## src/rtl/mcfsm.sv

```systemverilog
// mcfsm: multi-cycle main controller for the 32-bit RISC core.
// One shared ALU and one unified memory are sequenced through
// fetch/decode/execute/memory/writeback. The controller produces datapath
// enables, mux selects and the 2-bit aluop for aludec, and counts retired
// instructions. Decoded outputs depend on the current state and, where a
// memory handshake or branch condition is involved, on mem_ready or zero in
// the same cycle.
module mcfsm #(
    parameter int n   = 32,
    parameter int OPW = 4
) (
    input  logic           clk,
    input  logic           reset,
    input  logic [OPW-1:0] op,
    input  logic           zero,
    input  logic           mem_ready,
    output logic           mem_req,
    output logic           iord,
    output logic           irwrite,
    output logic           memwrite,
    output logic           regwrite,
    output logic           regdst,
    output logic           memtoreg,
    output logic           alusrca,
    output logic [1:0]     alusrcb,
    output logic [1:0]     pcsrc,
    output logic           pcen,
    output logic [1:0]     aluop,
    output logic           illegal,
    output logic [n-1:0]   instret,
    output logic [3:0]     state
);

    // Opcode encodings
    localparam logic [OPW-1:0] OP_RTYPE = OPW'(32'd0);
    localparam logic [OPW-1:0] OP_LW    = OPW'(32'd1);
    localparam logic [OPW-1:0] OP_SW    = OPW'(32'd2);
    localparam logic [OPW-1:0] OP_BEQ   = OPW'(32'd3);
    localparam logic [OPW-1:0] OP_ADDI  = OPW'(32'd4);
    localparam logic [OPW-1:0] OP_J     = OPW'(32'd5);

    // aludec control encodings; 2'b11 is never produced
    localparam logic [1:0] ALUOP_ADD   = 2'b00;
    localparam logic [1:0] ALUOP_SUB   = 2'b01;
    localparam logic [1:0] ALUOP_FUNCT = 2'b10;

    // ALU B operand selects
    localparam logic [1:0] SRCB_RT     = 2'b00;
    localparam logic [1:0] SRCB_FOUR   = 2'b01;
    localparam logic [1:0] SRCB_IMM    = 2'b10;
    localparam logic [1:0] SRCB_IMMSH  = 2'b11;

    // Next-PC selects
    localparam logic [1:0] PC_ALU      = 2'b00;
    localparam logic [1:0] PC_ALUOUT   = 2'b01;
    localparam logic [1:0] PC_JUMP     = 2'b10;

    typedef enum logic [3:0] {
        S_FETCH  = 4'd0,
        S_DECODE = 4'd1,
        S_MEMADR = 4'd2,
        S_MEMRD  = 4'd3,
        S_MEMWB  = 4'd4,
        S_MEMWR  = 4'd5,
        S_EXEC   = 4'd6,
        S_ALUWB  = 4'd7,
        S_BRANCH = 4'd8,
        S_ADDIEX = 4'd9,
        S_ADDIWB = 4'd10,
        S_JUMP   = 4'd11
    } state_t;

    state_t         state_q;
    state_t         state_d;
    logic [n-1:0]   instret_q;
    logic [n-1:0]   instret_d;

    // Raw (pre-reset-gating) decoded controls
    logic           mem_req_s;
    logic           iord_s;
    logic           irwrite_s;
    logic           memwrite_s;
    logic           regwrite_s;
    logic           regdst_s;
    logic           memtoreg_s;
    logic           alusrca_s;
    logic [1:0]     alusrcb_s;
    logic [1:0]     pcsrc_s;
    logic           pcwrite_s;
    logic           branch_s;
    logic [1:0]     aluop_s;
    logic           illegal_s;
    logic           retire_s;

    // State register and retired-instruction counter
    always_ff @(posedge clk) begin
        if (reset) begin
            state_q   <= S_FETCH;
            instret_q <= '0;
        end else begin
            state_q   <= state_d;
            instret_q <= instret_d;
        end
    end

    // Next-state logic and raw decoded controls for the current state
    always_comb begin
        state_d    = state_q;
        mem_req_s  = 1'b0;
        iord_s     = 1'b0;
        irwrite_s  = 1'b0;
        memwrite_s = 1'b0;
        regwrite_s = 1'b0;
        regdst_s   = 1'b0;
        memtoreg_s = 1'b0;
        alusrca_s  = 1'b0;
        alusrcb_s  = SRCB_RT;
        pcsrc_s    = PC_ALU;
        pcwrite_s  = 1'b0;
        branch_s   = 1'b0;
        aluop_s    = ALUOP_ADD;
        illegal_s  = 1'b0;
        retire_s   = 1'b0;

        case (state_q)
            S_FETCH: begin
                // PC + 4 is computed while the instruction is read
                mem_req_s = 1'b1;
                alusrcb_s = SRCB_FOUR;
                if (mem_ready) begin
                    irwrite_s = 1'b1;
                    pcwrite_s = 1'b1;
                    state_d   = S_DECODE;
                end else begin
                    state_d   = S_FETCH;
                end
            end
            S_DECODE: begin
                // Branch target is precomputed here while the opcode resolves
                alusrcb_s = SRCB_IMMSH;
                case (op)
                    OP_LW:    state_d = S_MEMADR;
                    OP_SW:    state_d = S_MEMADR;
                    OP_RTYPE: state_d = S_EXEC;
                    OP_BEQ:   state_d = S_BRANCH;
                    OP_ADDI:  state_d = S_ADDIEX;
                    OP_J:     state_d = S_JUMP;
                    default: begin
                        illegal_s = 1'b1;
                        state_d   = S_FETCH;
                    end
                endcase
            end
            S_MEMADR: begin
                alusrca_s = 1'b1;
                alusrcb_s = SRCB_IMM;
                if (op == OP_LW) begin
                    state_d = S_MEMRD;
                end else if (op == OP_SW) begin
                    state_d = S_MEMWR;
                end else begin
                    // Unreachable for a stable IR; recover to fetch
                    state_d = S_FETCH;
                end
            end
            S_MEMRD: begin
                mem_req_s = 1'b1;
                iord_s    = 1'b1;
                if (mem_ready) begin
                    state_d = S_MEMWB;
                end else begin
                    state_d = S_MEMRD;
                end
            end
            S_MEMWB: begin
                regwrite_s = 1'b1;
                memtoreg_s = 1'b1;
                retire_s   = 1'b1;
                state_d    = S_FETCH;
            end
            S_MEMWR: begin
                mem_req_s = 1'b1;
                iord_s    = 1'b1;
                if (mem_ready) begin
                    memwrite_s = 1'b1;
                    retire_s   = 1'b1;
                    state_d    = S_FETCH;
                end else begin
                    state_d    = S_MEMWR;
                end
            end
            S_EXEC: begin
                alusrca_s = 1'b1;
                alusrcb_s = SRCB_RT;
                aluop_s   = ALUOP_FUNCT;
                state_d   = S_ALUWB;
            end
            S_ALUWB: begin
                regwrite_s = 1'b1;
                regdst_s   = 1'b1;
                retire_s   = 1'b1;
                state_d    = S_FETCH;
            end
            S_BRANCH: begin
                alusrca_s = 1'b1;
                alusrcb_s = SRCB_RT;
                aluop_s   = ALUOP_SUB;
                pcsrc_s   = PC_ALUOUT;
                branch_s  = 1'b1;
                retire_s  = 1'b1;
                state_d   = S_FETCH;
            end
            S_ADDIEX: begin
                alusrca_s = 1'b1;
                alusrcb_s = SRCB_IMM;
                state_d   = S_ADDIWB;
            end
            S_ADDIWB: begin
                regwrite_s = 1'b1;
                retire_s   = 1'b1;
                state_d    = S_FETCH;
            end
            S_JUMP: begin
                pcsrc_s   = PC_JUMP;
                pcwrite_s = 1'b1;
                retire_s  = 1'b1;
                state_d   = S_FETCH;
            end
            default: begin
                // Unused encodings fall back to fetch
                state_d = S_FETCH;
            end
        endcase

        if (retire_s) begin
            instret_d = instret_q + n'(1);
        end else begin
            instret_d = instret_q;
        end
    end

    // Output stage: force every control to its idle value while reset is high
    always_comb begin
        if (reset) begin
            mem_req  = 1'b0;
            iord     = 1'b0;
            irwrite  = 1'b0;
            memwrite = 1'b0;
            regwrite = 1'b0;
            regdst   = 1'b0;
            memtoreg = 1'b0;
            alusrca  = 1'b0;
            alusrcb  = 2'b00;
            pcsrc    = 2'b00;
            pcen     = 1'b0;
            aluop    = ALUOP_ADD;
            illegal  = 1'b0;
        end else begin
            mem_req  = mem_req_s;
            iord     = iord_s;
            irwrite  = irwrite_s;
            memwrite = memwrite_s;
            regwrite = regwrite_s;
            regdst   = regdst_s;
            memtoreg = memtoreg_s;
            alusrca  = alusrca_s;
            alusrcb  = alusrcb_s;
            pcsrc    = pcsrc_s;
            pcen     = pcwrite_s | (branch_s & zero);
            aluop    = aluop_s;
            illegal  = illegal_s;
        end
    end

    assign instret = instret_q;
    assign state   = state_q;

endmodule

```

## config.mk

```make
export PLATFORM = sky130hd
export DESIGN_NAME = mcfsm
export DESIGN_NICKNAME = d
export VERILOG_FILES = /design/src/rtl/mcfsm.sv
export SDC_FILE = /design/constraint.sdc
export NUM_CORES = 1
export LEC_CHECK = 0
export ABC_AREA = 0
export BUFFER_PORTS_ARGS = -buffer_cell sky130_fd_sc_hd__buf_2
export CORE_ASPECT_RATIO = 0.5
export CORE_MARGIN = 5
export CORE_UTILIZATION = 40
export CTS_CLUSTER_DIAMETER = 200
export DETAILED_ROUTE_END_ITERATION = 6
export SYNTH_ARGS = -nofsm -noshare
export SYNTH_HDL_FRONTEND = slang
export SYNTH_SLANG_ARGS = --single-unit
```

## constraint.sdc

```tcl
create_clock -name clk -period 3 [get_ports clk]
set_input_delay 0.15 -clock clk [delete_from_list [all_inputs] [get_ports clk]]
set_output_delay 0.15 -clock clk [all_outputs]
set_load 0.1 [all_outputs]
```

==> out/qor.txt <==
Die W -> 111 um
Fin area -> 0.00256 mm2
Final worst hold slack -> 0.252 ns
Ys flop type -> dfxtp_1
Area growth syn-to-layout -> 25.5%
Period minus WS final -> 2.39 ns
Initial antenna violation count -> 0
Setup Skew -> 0.00751 ns
Post_cts resized -> 0
Crit end category -> output port
Cell Area, Synth -> 0.00204 mm2
Critical path class -> register to output port
Slew headroom -> 66.0%
Largest cells by area after synthesis -> dfxtp_1 (35%), a21oi_1 (7.4%), xor2_1 (4.7%), nor2_1 (4.2%), o31ai_1 (4.1%)
Worst-margin pin slew -> 0.506 ns
Sequential area share after synthesis -> 35.4%
Final ANT Viol Nets -> 0
Slew Limit Fails -> 0
CP bufs+invs -> 2
Worst-Skew Late Latency -> 0.29 ns
Arrival @ worst endpoint -> 2.24 ns
Max Cap Viol -> 0
Vias in the first global route -> 1996
Finish-stage setup viols -> 0
Dpl cells -> 379
First-pass GRT wire length -> 8940 um
Post-synth EDFFs -> 0
Fraction of registers with async set/reset -> 0%
Non-Filler Instances -> 387
WL per Instance -> 13.2 um
Clock Root Buffer -> clkbuf_8
Maximum VDD drop -> 193 uV
CTS tree -> built
Yosys top cell area share -> 35.4%
Critical path's slowest cell -> dfxtp_1
Worst path max stage delay -> 0.64 ns
Nets -> 325
CP required -> 2.85 ns
Cell area after placement -> 0.00247 mm2
Die ar. -> 0.00671 mm2
Static leakage -> 0.00102 uW
Port buffer count -> 59
Gate Count Post-Synth -> 260
Area leader, netlist -> dfxtp_1
Detailed Routing Iterations Pass 1 -> 4
Post-CTS Setup Inserts -> 0
Core area -> 0.00493 mm2
Post-DP HPWL -> 3700 um
Cells along the critical path -> nand2b_1 -> buf_4 -> mux2_2 -> o22a_1 -> nor2_2 -> buf_2
Share of layout cells above drive strength 1 -> 29.0%
Syn Nets -> 269
Initial Util -> 41.3%
FMAX -> 419 MHz
GRT overflow -> 0
Number of synthesized register bits -> 36
Chip Height -> 60.5 um
Hold Fails Final Rpt -> 0
Min-Delay Path Class -> input port to register
Ys Warns -> 0
Distinct cells, synth -> 46
Maximum fanout along the worst path -> 14
# diodes -> 0
WL final -> 5100 um
Total chip power -> 990 uW
Gpl congestion -> 0.883
Top cells by count, synth -> dfxtp_1 (36), a21oi_1 (30), nor2_1 (23)
Worst Setup Start Kind -> register
RSZ-0062 raised after global routing -> false
Io pins -> 60
Max clock buf depth -> 2
Reg clk slew, reported paths -> 0.07 ns
Largest net degree at the start of global routing -> 29
DRC -> 0
H-Tree Depth -> 2
Hold_buf cts -> 0
DR vias/cell -> 5.38
PD cells -> 387 mW/mm2
Row count -> 18
Result of the run -> finished, final reports clean
CTS Sinks -> 36
Post-Syn Area per Cell -> 7.84 um2
1st-iter DRT viols -> 92
Cell family with most CP delay -> flip-flops
Crit share post-route -> 79.5%
CTS buffer count -> 5
Via Count -> 2083
Gr usage total -> 16.1%
Most frequent cell after synthesis -> dfxtp_1
-- worst paths after layout --
| kind | start | to | slack [ns] | cells past startpoint |
|---|---|---|---|---|
| max | state[3] | regwrite | 0.61 | 6 |
| min | mem_ready | state[0] | 0.25 | 3 |
| max reg2reg | state[2] | instret[30] | 0.71 | 6 |
| min reg2reg | instret[31] | instret[31] | 0.48 | 2 |
-- state kept, by name (all words and copies together) (netlist names) --
name	flops
instret	32
state	4
-- worst register-to-register path, cell delays in order (launching register included) --
cell and delay (ns):
dfxtp_1 0.57, nand2_1 0.17, a21oi_1 0.33, nand3_1 0.28, buf_4 0.26, or4_1 0.47, a21oi_1 0.15
-- cell families after synthesis --
group	count (synthesis)	share of synthesized area [%]
and+or+nand+nor	113	31.8
AOI/OAI and AO/OA	67	19.7
DFF	36	35.4
buffers and inverters	28	5.77
xor gates and xnor gates	12	5.16
muxes	3	1.60
adders and majority gates	1	0.614
-- through the flow --
step	utilization, %	setup WS [ns]	setup TNS (ns)
2_1_floorplan	-	-0.676	-2.09
3_3_place_gp	50.1	0.836	0
3_5_place_dp	50.1	0.729	0
4_1_cts	51.9	0.605	0
5_1_grt	51.9	0.463	0
6_report	51.9	0.615	0
-- power breakdown --
group	switching, uW	internal [uW]	total (uW)	leakage [uW]
sequential	5.98	480	486	0.000290
clock	180	162	342	0.0000479
combinational	126	35.0	161	0.000683
total	313	677	990	0.00102
-- per-layer routing --
layer | vias up | wire length (um) | track usage, %
li1 | 1062 | - | -
met1 | 967 | 2370 | 18.9
met2 | 47 | 2440 | 29.2
met3 | 7 | 237 | 4.18
met4 | 0 | 53 | 6.84
met5 | - | 0 | 0
-- cell type report --
type | count | area, um2
fill | 495 | 2370
multi-input combinational | 196 | 1270
sequential | 36 | 721
timing repair buffer | 67 | 355
tap | 70 | 87.6
clock buffer | 5 | 68.8
inverter | 10 | 37.5
clock inverter | 3 | 18.8
-- cells in the final DEF, fill, tap and decap left out, types with 4 or more instances in the layout --
master and n:
nand4_1 6, o31ai_1 11, nand2_1 16, clkbuf_8 5
or4_1 10, nor2_1 22, buf_4 8, buf_2 59
or3_1 9, nand3_1 16, o21ai_0 13, nand2b_1 4
dfxtp_1 36, a21oi_1 30, xor2_1 11, inv_1 10
nor3_1 4
Power figures use the tool's default switching activity.
